[config.mk]
export PLATFORM = sky130hd
export DESIGN_NAME = multicycle_controller_flat
export DESIGN_NICKNAME = d
export VERILOG_FILES = /design/src/rtl/multicycle_controller_pkg.sv /design/src/rtl/multicycle_controller_if.sv /design/src/rtl/multicycle_controller_alu_ctrl_decoder.sv /design/src/rtl/multicycle_controller.sv /design/src/flat_wrapper.sv
export SDC_FILE = /design/constraint.sdc
export NUM_CORES = 1
export LEC_CHECK = 0
export ABC_AREA = 1
export CAP_MARGIN = 20
export CORE_ASPECT_RATIO = 1.4
export CORE_MARGIN = 5
export CORE_UTILIZATION = 40
export CTS_CLUSTER_DIAMETER = 150
export CTS_CLUSTER_SIZE = 20
export DETAILED_ROUTE_END_ITERATION = 8
export GPL_TIMING_DRIVEN = 0
export HOLD_SLACK_MARGIN = 0.03
export PLACE_DENSITY = 0.75
export SLEW_MARGIN = 40
export SYNTH_ARGS = -nofsm -noshare
export SYNTH_HDL_FRONTEND = slang
export SYNTH_SLANG_ARGS = --single-unit
[constraint.sdc]
create_clock -name clk -period 3.2 [get_ports clk]
set_input_delay 0.64 -clock clk [delete_from_list [all_inputs] [get_ports clk]]
set_output_delay 0.64 -clock clk [all_outputs]
set_load 0.1 [all_outputs]
[src/rtl/multicycle_controller_pkg.sv]
// Shared constants for the multicycle MIPS control path: opcode/funct values,
// ALU control codes, mux-select codes and the bundled control word.
package multicycle_controller_pkg;

  localparam logic [5:0] OP_RTYPE = 6'b000000;
  localparam logic [5:0] OP_LW    = 6'b100011;
  localparam logic [5:0] OP_SW    = 6'b101011;
  localparam logic [5:0] OP_BEQ   = 6'b000100;
  localparam logic [5:0] OP_ADDI  = 6'b001000;
  localparam logic [5:0] OP_J     = 6'b000010;

  localparam logic [5:0] FN_ADD = 6'b100000;
  localparam logic [5:0] FN_SUB = 6'b100010;
  localparam logic [5:0] FN_AND = 6'b100100;
  localparam logic [5:0] FN_OR  = 6'b100101;
  localparam logic [5:0] FN_SLT = 6'b101010;

  localparam logic [2:0] ALU_AND = 3'b000;
  localparam logic [2:0] ALU_OR  = 3'b001;
  localparam logic [2:0] ALU_ADD = 3'b010;
  localparam logic [2:0] ALU_OFF = 3'b011;
  localparam logic [2:0] ALU_SUB = 3'b110;
  localparam logic [2:0] ALU_SLT = 3'b111;

  localparam logic [1:0] SRC_B_REG    = 2'd0;
  localparam logic [1:0] SRC_B_FOUR   = 2'd1;
  localparam logic [1:0] SRC_B_IMM    = 2'd2;
  localparam logic [1:0] SRC_B_IMM_SH = 2'd3;

  localparam logic [1:0] PC_SRC_ALU    = 2'd0;
  localparam logic [1:0] PC_SRC_ALUOUT = 2'd1;
  localparam logic [1:0] PC_SRC_JUMP   = 2'd2;

  typedef struct packed {
    logic       pc_write;
    logic       pc_write_cond;
    logic       iord;
    logic       mem_read;
    logic       mem_write;
    logic       ir_write;
    logic       reg_dst;
    logic       mem_to_reg;
    logic       reg_write;
    logic       alu_src_a;
    logic [1:0] alu_src_b;
    logic [1:0] pc_src;
    logic [2:0] alu_ctrl;
    logic       instr_done;
    logic       illegal;
  } ctrl_t;

  function automatic ctrl_t ctrl_idle();
    ctrl_t c;
    c = {$bits(ctrl_t){1'b0}};
    c.alu_ctrl = ALU_OFF;
    return c;
  endfunction

endpackage

[src/rtl/multicycle_controller_if.sv]
// Controller <-> datapath bundle: IR fields and zero flag in, enables/selects out.
interface multicycle_controller_if #(
  parameter int COUNT_W = 32
);
  logic [5:0]         opcode;
  logic [5:0]         funct;
  logic               zero;
  logic               pc_en;
  logic               iord;
  logic               mem_read;
  logic               mem_write;
  logic               ir_write;
  logic               reg_dst;
  logic               mem_to_reg;
  logic               reg_write;
  logic               alu_src_a;
  logic [1:0]         alu_src_b;
  logic [1:0]         pc_src;
  logic [2:0]         alu_ctrl;
  logic               instr_done;
  logic               illegal;
  logic [COUNT_W-1:0] instr_count;

  modport master (
    input  opcode, funct, zero,
    output pc_en, iord, mem_read, mem_write, ir_write, reg_dst, mem_to_reg,
           reg_write, alu_src_a, alu_src_b, pc_src, alu_ctrl, instr_done,
           illegal, instr_count
  );

  modport slave (
    output opcode, funct, zero,
    input  pc_en, iord, mem_read, mem_write, ir_write, reg_dst, mem_to_reg,
           reg_write, alu_src_a, alu_src_b, pc_src, alu_ctrl, instr_done,
           illegal, instr_count
  );
endinterface

[src/rtl/multicycle_controller_alu_ctrl_decoder.sv]
// R-type funct field to ALU control code; funct_ok flags a recognised funct.
module multicycle_controller_alu_ctrl_decoder
  import multicycle_controller_pkg::*;
(
  input  logic [5:0] funct,
  output logic [2:0] alu_ctrl,
  output logic       funct_ok
);

  // funct lookup; unknown codes leave the ALU off
  always_comb begin
    alu_ctrl = ALU_OFF;
    funct_ok = 1'b0;
    case (funct)
      FN_ADD:  begin alu_ctrl = ALU_ADD; funct_ok = 1'b1; end
      FN_SUB:  begin alu_ctrl = ALU_SUB; funct_ok = 1'b1; end
      FN_AND:  begin alu_ctrl = ALU_AND; funct_ok = 1'b1; end
      FN_OR:   begin alu_ctrl = ALU_OR;  funct_ok = 1'b1; end
      FN_SLT:  begin alu_ctrl = ALU_SLT; funct_ok = 1'b1; end
      default: begin alu_ctrl = ALU_OFF; funct_ok = 1'b0; end
    endcase
  end

endmodule

[src/rtl/multicycle_controller.sv]
// Main control FSM of the multicycle MIPS core: steps each instruction through
// fetch/decode/execute/memory/writeback and counts retired instructions.
module multicycle_controller
  import multicycle_controller_pkg::*;
#(
  parameter int COUNT_W = 32
) (
  input logic                      clk,
  input logic                      rst,
  multicycle_controller_if.master  bus
);

  typedef enum logic [3:0] {
    S_FETCH    = 4'd0,
    S_DECODE   = 4'd1,
    S_MEMADR   = 4'd2,
    S_MEMRD    = 4'd3,
    S_MEMWB    = 4'd4,
    S_MEMWR    = 4'd5,
    S_RTYPE_EX = 4'd6,
    S_RTYPE_WB = 4'd7,
    S_BEQ_EX   = 4'd8,
    S_ADDI_EX  = 4'd9,
    S_ADDI_WB  = 4'd10,
    S_J_EX     = 4'd11
  } state_t;

  state_t             state_r;
  state_t             state_next_s;
  logic [COUNT_W-1:0] count_r;
  ctrl_t              ctrl_s;
  logic [2:0]         dec_alu_s;
  logic               dec_ok_s;

  multicycle_controller_alu_ctrl_decoder u_alu_dec (
    .funct    (bus.funct),
    .alu_ctrl (dec_alu_s),
    .funct_ok (dec_ok_s)
  );

  // state register and retired-instruction counter
  always_ff @(posedge clk) begin
    if (rst) begin
      state_r <= S_FETCH;
      count_r <= {COUNT_W{1'b0}};
    end else begin
      state_r <= state_next_s;
      if (ctrl_s.instr_done) begin
        count_r <= count_r + COUNT_W'(1);
      end else begin
        count_r <= count_r;
      end
    end
  end

  // next state and control word; reset forces the idle word so no write strobe can leak
  always_comb begin
    ctrl_s       = ctrl_idle();
    state_next_s = S_FETCH;
    if (rst) begin
      ctrl_s       = ctrl_idle();
      state_next_s = S_FETCH;
    end else begin
      case (state_r)
        S_FETCH: begin
          ctrl_s.mem_read  = 1'b1;
          ctrl_s.ir_write  = 1'b1;
          ctrl_s.alu_src_b = SRC_B_FOUR;
          ctrl_s.alu_ctrl  = ALU_ADD;
          ctrl_s.pc_write  = 1'b1;
          ctrl_s.pc_src    = PC_SRC_ALU;
          state_next_s     = S_DECODE;
        end
        S_DECODE: begin
          ctrl_s.alu_src_b = SRC_B_IMM_SH;
          ctrl_s.alu_ctrl  = ALU_ADD;
          case (bus.opcode)
            OP_LW, OP_SW: state_next_s = S_MEMADR;
            OP_RTYPE:     state_next_s = S_RTYPE_EX;
            OP_BEQ:       state_next_s = S_BEQ_EX;
            OP_ADDI:      state_next_s = S_ADDI_EX;
            OP_J:         state_next_s = S_J_EX;
            default: begin
              ctrl_s.illegal = 1'b1;
              state_next_s   = S_FETCH;
            end
          endcase
        end
        S_MEMADR: begin
          ctrl_s.alu_src_a = 1'b1;
          ctrl_s.alu_src_b = SRC_B_IMM;
          ctrl_s.alu_ctrl  = ALU_ADD;
          if (bus.opcode == OP_LW) begin
            state_next_s = S_MEMRD;
          end else begin
            state_next_s = S_MEMWR;
          end
        end
        S_MEMRD: begin
          ctrl_s.mem_read = 1'b1;
          ctrl_s.iord     = 1'b1;
          state_next_s    = S_MEMWB;
        end
        S_MEMWB: begin
          ctrl_s.reg_write  = 1'b1;
          ctrl_s.mem_to_reg = 1'b1;
          ctrl_s.instr_done = 1'b1;
        end
        S_MEMWR: begin
          ctrl_s.mem_write  = 1'b1;
          ctrl_s.iord       = 1'b1;
          ctrl_s.instr_done = 1'b1;
        end
        S_RTYPE_EX: begin
          ctrl_s.alu_src_a = 1'b1;
          ctrl_s.alu_src_b = SRC_B_REG;
          ctrl_s.alu_ctrl  = dec_alu_s;
          if (dec_ok_s) begin
            state_next_s = S_RTYPE_WB;
          end else begin
            ctrl_s.illegal = 1'b1;
            state_next_s   = S_FETCH;
          end
        end
        S_RTYPE_WB: begin
          ctrl_s.reg_write  = 1'b1;
          ctrl_s.reg_dst    = 1'b1;
          ctrl_s.instr_done = 1'b1;
        end
        S_BEQ_EX: begin
          ctrl_s.alu_src_a     = 1'b1;
          ctrl_s.alu_src_b     = SRC_B_REG;
          ctrl_s.alu_ctrl      = ALU_SUB;
          ctrl_s.pc_write_cond = 1'b1;
          ctrl_s.pc_src        = PC_SRC_ALUOUT;
          ctrl_s.instr_done    = 1'b1;
        end
        S_ADDI_EX: begin
          ctrl_s.alu_src_a = 1'b1;
          ctrl_s.alu_src_b = SRC_B_IMM;
          ctrl_s.alu_ctrl  = ALU_ADD;
          state_next_s     = S_ADDI_WB;
        end
        S_ADDI_WB: begin
          ctrl_s.reg_write  = 1'b1;
          ctrl_s.instr_done = 1'b1;
        end
        S_J_EX: begin
          ctrl_s.pc_write   = 1'b1;
          ctrl_s.pc_src     = PC_SRC_JUMP;
          ctrl_s.instr_done = 1'b1;
        end
        default: begin
          ctrl_s       = ctrl_idle();
          state_next_s = S_FETCH;
        end
      endcase
    end
  end

  assign bus.pc_en       = ctrl_s.pc_write | (ctrl_s.pc_write_cond & bus.zero);
  assign bus.iord        = ctrl_s.iord;
  assign bus.mem_read    = ctrl_s.mem_read;
  assign bus.mem_write   = ctrl_s.mem_write;
  assign bus.ir_write    = ctrl_s.ir_write;
  assign bus.reg_dst     = ctrl_s.reg_dst;
  assign bus.mem_to_reg  = ctrl_s.mem_to_reg;
  assign bus.reg_write   = ctrl_s.reg_write;
  assign bus.alu_src_a   = ctrl_s.alu_src_a;
  assign bus.alu_src_b   = ctrl_s.alu_src_b;
  assign bus.pc_src      = ctrl_s.pc_src;
  assign bus.alu_ctrl    = ctrl_s.alu_ctrl;
  assign bus.instr_done  = ctrl_s.instr_done;
  assign bus.illegal     = ctrl_s.illegal;
  assign bus.instr_count = count_r;

endmodule
[src/flat_wrapper.sv]
// flat-port wrapper written by rule: the top's interface ports become plain ports
module multicycle_controller_flat import multicycle_controller_pkg::*;
#(
  parameter int COUNT_W = 32
)
  (clk, rst, bus_opcode, bus_funct, bus_zero, bus_pc_en, bus_iord, bus_mem_read, bus_mem_write, bus_ir_write, bus_reg_dst, bus_mem_to_reg, bus_reg_write, bus_alu_src_a, bus_alu_src_b, bus_pc_src, bus_alu_ctrl, bus_instr_done, bus_illegal, bus_instr_count);
  multicycle_controller_if #(.COUNT_W(COUNT_W)) bus_i ();
  input logic clk;
  input logic rst;
  input wire logic [$bits(bus_i.opcode)-1:0] bus_opcode;
  input wire logic [$bits(bus_i.funct)-1:0] bus_funct;
  input wire logic [$bits(bus_i.zero)-1:0] bus_zero;
  output wire logic [$bits(bus_i.pc_en)-1:0] bus_pc_en;
  output wire logic [$bits(bus_i.iord)-1:0] bus_iord;
  output wire logic [$bits(bus_i.mem_read)-1:0] bus_mem_read;
  output wire logic [$bits(bus_i.mem_write)-1:0] bus_mem_write;
  output wire logic [$bits(bus_i.ir_write)-1:0] bus_ir_write;
  output wire logic [$bits(bus_i.reg_dst)-1:0] bus_reg_dst;
  output wire logic [$bits(bus_i.mem_to_reg)-1:0] bus_mem_to_reg;
  output wire logic [$bits(bus_i.reg_write)-1:0] bus_reg_write;
  output wire logic [$bits(bus_i.alu_src_a)-1:0] bus_alu_src_a;
  output wire logic [$bits(bus_i.alu_src_b)-1:0] bus_alu_src_b;
  output wire logic [$bits(bus_i.pc_src)-1:0] bus_pc_src;
  output wire logic [$bits(bus_i.alu_ctrl)-1:0] bus_alu_ctrl;
  output wire logic [$bits(bus_i.instr_done)-1:0] bus_instr_done;
  output wire logic [$bits(bus_i.illegal)-1:0] bus_illegal;
  output wire logic [$bits(bus_i.instr_count)-1:0] bus_instr_count;
  assign bus_i.opcode = bus_opcode;
  assign bus_i.funct = bus_funct;
  assign bus_i.zero = bus_zero;
  assign bus_pc_en = bus_i.pc_en;
  assign bus_iord = bus_i.iord;
  assign bus_mem_read = bus_i.mem_read;
  assign bus_mem_write = bus_i.mem_write;
  assign bus_ir_write = bus_i.ir_write;
  assign bus_reg_dst = bus_i.reg_dst;
  assign bus_mem_to_reg = bus_i.mem_to_reg;
  assign bus_reg_write = bus_i.reg_write;
  assign bus_alu_src_a = bus_i.alu_src_a;
  assign bus_alu_src_b = bus_i.alu_src_b;
  assign bus_pc_src = bus_i.pc_src;
  assign bus_alu_ctrl = bus_i.alu_ctrl;
  assign bus_instr_done = bus_i.instr_done;
  assign bus_illegal = bus_i.illegal;
  assign bus_instr_count = bus_i.instr_count;
  multicycle_controller #(.COUNT_W(COUNT_W)) u_core (.clk(clk), .rst(rst), .bus(bus_i));
endmodule
==> impl_summary.md <==
Run status
The run finished with clean final reports.

Logic synthesis
Synthesis handed over a netlist of 395 instances. The area fraction in and, or, nand and nor cells after synthesis is 0.468. The largest family of logic cells by synthesized area is simple AND/OR/NAND/NOR gates. After synthesis, the share of flip-flops with an asynchronous set or reset is 0. The cell area after technology mapping is 0.00238 mm^2. The number of nets handed over by synthesis was a little over 400. The top-area cell type share of the netlist area is 0.303. By area the synthesized netlist is led by dfxtp_1 30%, nand2_1 15%, nor2_1 11%, inv_1 8.8%, a21oi_1 5.3%. The number of register bits inferred by synthesis is 36. Of the total synthesized cell area, the portion taken by XOR and XNOR cells is 0.0184. The number of enable flip-flop cells after synthesis is 0. The predominant post-synthesis flop cell is dfxtp_1. The most area-hungry cell type in the Yosys netlist is dfxtp_1. The number of different library cells in the post-synthesis netlist is 32. The proportion of synthesized area in mux cells is 0. The synthesized-area fraction occupied by ao, oa, aoi and oai cells came to 0.0973. The mean post-synth cell area is 6.02 um^2. For this run, the number of Yosys warnings is 0. The post-synthesis sequential area ratio is 0.303. Of the total synthesized cell area, the portion taken by full adders, half adders and majority gates is 0.00526.

STA
Dividing the final minimum period by the clock period gives 0.954. Across the routed clock network, the largest skew measured is a little over 0.007 ns. The smallest clock period supported by the final layout is computed as 3.05 ns. The final count of negative-setup-slack endpoints is 0.

The total negative slack for setup checks is 0 ns. The count of final max-slew check failures was 0. Setup repair after global routing left no endpoint under its margin.

Based on the critical path, the design can be clocked at up to roughly 0.33 GHz. The relative slew slack is 0.657. The final-report hold violation count came to 0. The slew at the pin closest to its max-slew limit is roughly 0.51 ns.

Global route
For this run, the total global-route usage over all layers was measured as 0.188. The overflow left after global routing is 0. In the global route stage, met3 resource usage came out at 0.0288. The busiest layer in global routing is met2.

The met2 demand-to-capacity share in global routing is 0.351. In the global route stage, met1 resource usage came out at 0.198. The number of antenna violations at the first check in global routing was 0. The wire length of the first global-routing pass is 11.3 mm. Entering global routing, the biggest net connects 11 pins.

The number of global-route vias before repair is 2598.

Power and ir drop
Power spread over the standard cell area amounts to 300 mW/mm^2. The analysis attributes to net switching a power of roughly 0.00025 W. The analysis attributes to cell leakage a power of 1.36 nW. The worst-case IR drop observed on VDD is 0.183 mV. The cell internal power dissipation is 0.000631 W. The share of total power dissipated in sequential elements is 0.511.

The share of total power dissipated in combinational logic is 0.150. Of the total power, the share spent switching nets is 0.287. The share of total power dissipated in the clock network is 0.338.

Min path
In this run the most critical hold path is launched from u_core.bus.instr_count[11]. Along the worst hold path, the cell count comes to 2. The path class of the lowest-slack min-delay path is reg -> reg.

For hold timing, the worst endpoint is u_core.bus.instr_count[11].

Route
After the first detailed-routing iteration, the DRC count stood at 183. Once detail routing completed, the nets flagged for antenna violations numbered 0. The first-pass detailed-route iteration total is 4. The final routed DRC violation total is 0. The routed wire length is roughly 6.9 mm. The number of vias after detailed routing is 2745. In the routed layout, each cell is associated on average with a via count of 5.13. The routed length per placed instance is 12.8 um.

Job
The max-cap check violation count is 0.

Clock network
The CTS root buffer is clkbuf_8. The clock latency of the later-clocked register in the worst-skew pair is 0.28 ns. The number of buffers added for setup after CTS is 0. The clock-pin slew of the registers on the worst-case setup and hold paths is around 0.070 ns.

The total clock buffers created by CTS is 5. The clock tree from TritonCTS is yes. The number of sinks driven by the clock tree is 36. The number of H-tree branching levels is 2. The post-cts sizing count is 1. In this run, post-CTS hold repair placed 0 buffers. In this run the deepest clock path goes through 2 buffers.

Cells and area
The number of filler instances in the final layout is 621. The count of antenna diodes in the layout is 0. The area growth from synthesis to layout is 23.9%. The footprint of the multi-input gates is 0.00142 mm^2. The final cell count without fillers is ~540. The number of nets in the layout is 481. Measured on the finished design, the core utilization comes to 0.507. Registers take 721 um^2.

The ratio of cells with drive above 1 in the final layout is 0.187.

Floorplanning
The initial utilization of the core area, before any placement, comes to 0.409. From bottom edge to top edge, the die measures 101 um. The core area is between 0.005 and 0.006 mm^2. The floorplan step defined a die boundary enclosing between 0.007 and 0.008 mm^2. The number of rows in the core area is 33.

Pin placement for this block handled 65 I/O pins. The die width is ~75 um.

Critical path
The critical path's top delay family is buffers and inverters. The largest single stage delay on the critical path is around 0.57 ns. Along the worst path, the maximum fanout reaches 10.

The endpoint identified for the worst register-to-register timing path is u_core.bus.instr_count[20]. The category of the worst setup path capture point is an output port. The count of buffer and inverter cells on the critical path is 4. The setup check on the worst reg-to-reg path leaves a slack of 1.41 ns. The most critical setup path has its startpoint at rst. The critical path goes through clkdlybuf4s50_1, clkbuf_2, buf_1, nor2_1, buf_2. The arrival time reported for the critical path endpoint is 2.41 ns. The launch point of the worst reg-to-reg path is u_core.bus.instr_count[0]. Data on the critical path is required at its endpoint by 2.56 ns. The startpoint kind of the worst setup timing path is an input pin.

The number of cells on the worst reg-to-reg path is 7. The category of the most critical setup path is in -> out. The slowest library cell on the worst path is clkdlybuf4s50_1.

Place
The global placer's final weighted congestion is 0.950. The count of buffers added on input and output ports is 64. The total half-perimeter wirelength after legalization and detailed placement is around 5.5 mm.

After detailed placement, the design holds a cell count of 529.
per-layer routing:
layer | share of wire | wire (um)
met1 | 0.38 | 2610
met2 | 0.54 | 3690
met3 | 0.049 | 333
met4 | 0.033 | 227
met5 | 0 | 0
flip-flops by register name, summed over array words and instances (netlist names):
register	flops
u_core.state_r	4
u_core.bus.instr_count	32
power by group through the flow:
stage / sequential, W / combinational (W) / clock [W]
after floorplan: 0.000464 / 0.0000928 / 0
after global placement: 0.000463 / 0.000140 / 0
after detailed placement: 0.000463 / 0.000134 / 0
after CTS: 0.000452 / 0.000135 / 0.000310
after global routing: 0.000452 / 0.000141 / 0.000330
final: 0.000452 / 0.000133 / 0.000300
tightest hold or removal path, cell delays in order (launching register included):
cell     delay [ns]
dfxtp_1        0.34
inv_1          0.08
a21oi_1        0.06
cells in the final DEF, fill, tap and decap left out, drive strengths merged, types with 9 or more instances in the layout:
master | netlist | final
buf | 3 | 52
clkdlybuf4s50 | 0 | 14
nor2 | 78 | 78
nand4 | 20 | 20
dfxtp | 36 | 36
a21oi | 25 | 25
nand2 | 102 | 102
nor3 | 13 | 13
o21ai | 15 | 15
inv | 61 | 61
clkbuf | 3 | 9
nand3 | 25 | 25
metrics by stage:
stage	instance area, um^2	total power (W)	hold WS [ns]	setup slack (ns)
2_1_floorplan	2400	0.000557	0.626	-0.00592
4_1_cts	2950	0.000897	0.522	0.0386
6_report	2950	0.000885	0.517	0.146
3_3_place_gp	3120	0.000603	0.491	-0.744
3_5_place_dp	2870	0.000597	0.510	-0.0452
5_1_grt	2950	0.000924	0.536	0.0166
layout make-up:
cell class,instances,area share
buffer,5,0.00806
clock buffer,6,0.0246
clock inverter,1,0.00170
inverter,61,0.0785
multi-input combinational,292,0.481
sequential,36,0.244
tap,70,0.0297
timing repair buffer,64,0.132
worst max path at each step:
stage                                   to  slack [ns]  cells after the start
after global placement       bus_mem_write       -0.74                      5
after global routing      bus_alu_src_b[0]        0.02                      5
final                        bus_mem_write        0.15                      5
after floorplan             bus_mem_to_reg      -0.006                      2
after detailed placement     bus_mem_write       -0.05                      5
after CTS                    bus_alu_src_a        0.04                      6
kinds of logic after synthesis:
| group | Yosys count |
|---|---|
| and+or+nand+nor | 242 |
| buffers and inverters | 67 |
| AOI/OAI and AO/OA | 44 |
| DFF | 36 |
| xor gates and xnor gates | 5 |
| adders and majority gates | 1 |
cell usage after synthesis, types with 3 or more instances:
cell       n
a21oi_1   25
clkbuf_1   3
dfxtp_1   36
inv_1     56
inv_2      4
nand2_1   96
nand2_2    4
nand3_1   24
nand4_1   20
nor2_1    67
nor2_2     7
nor2_4     3
nor3_1    12
o21ai_0    8
o21ai_1    7
xor2_1     3
Note: power is estimated with default switching activity, not from simulation.
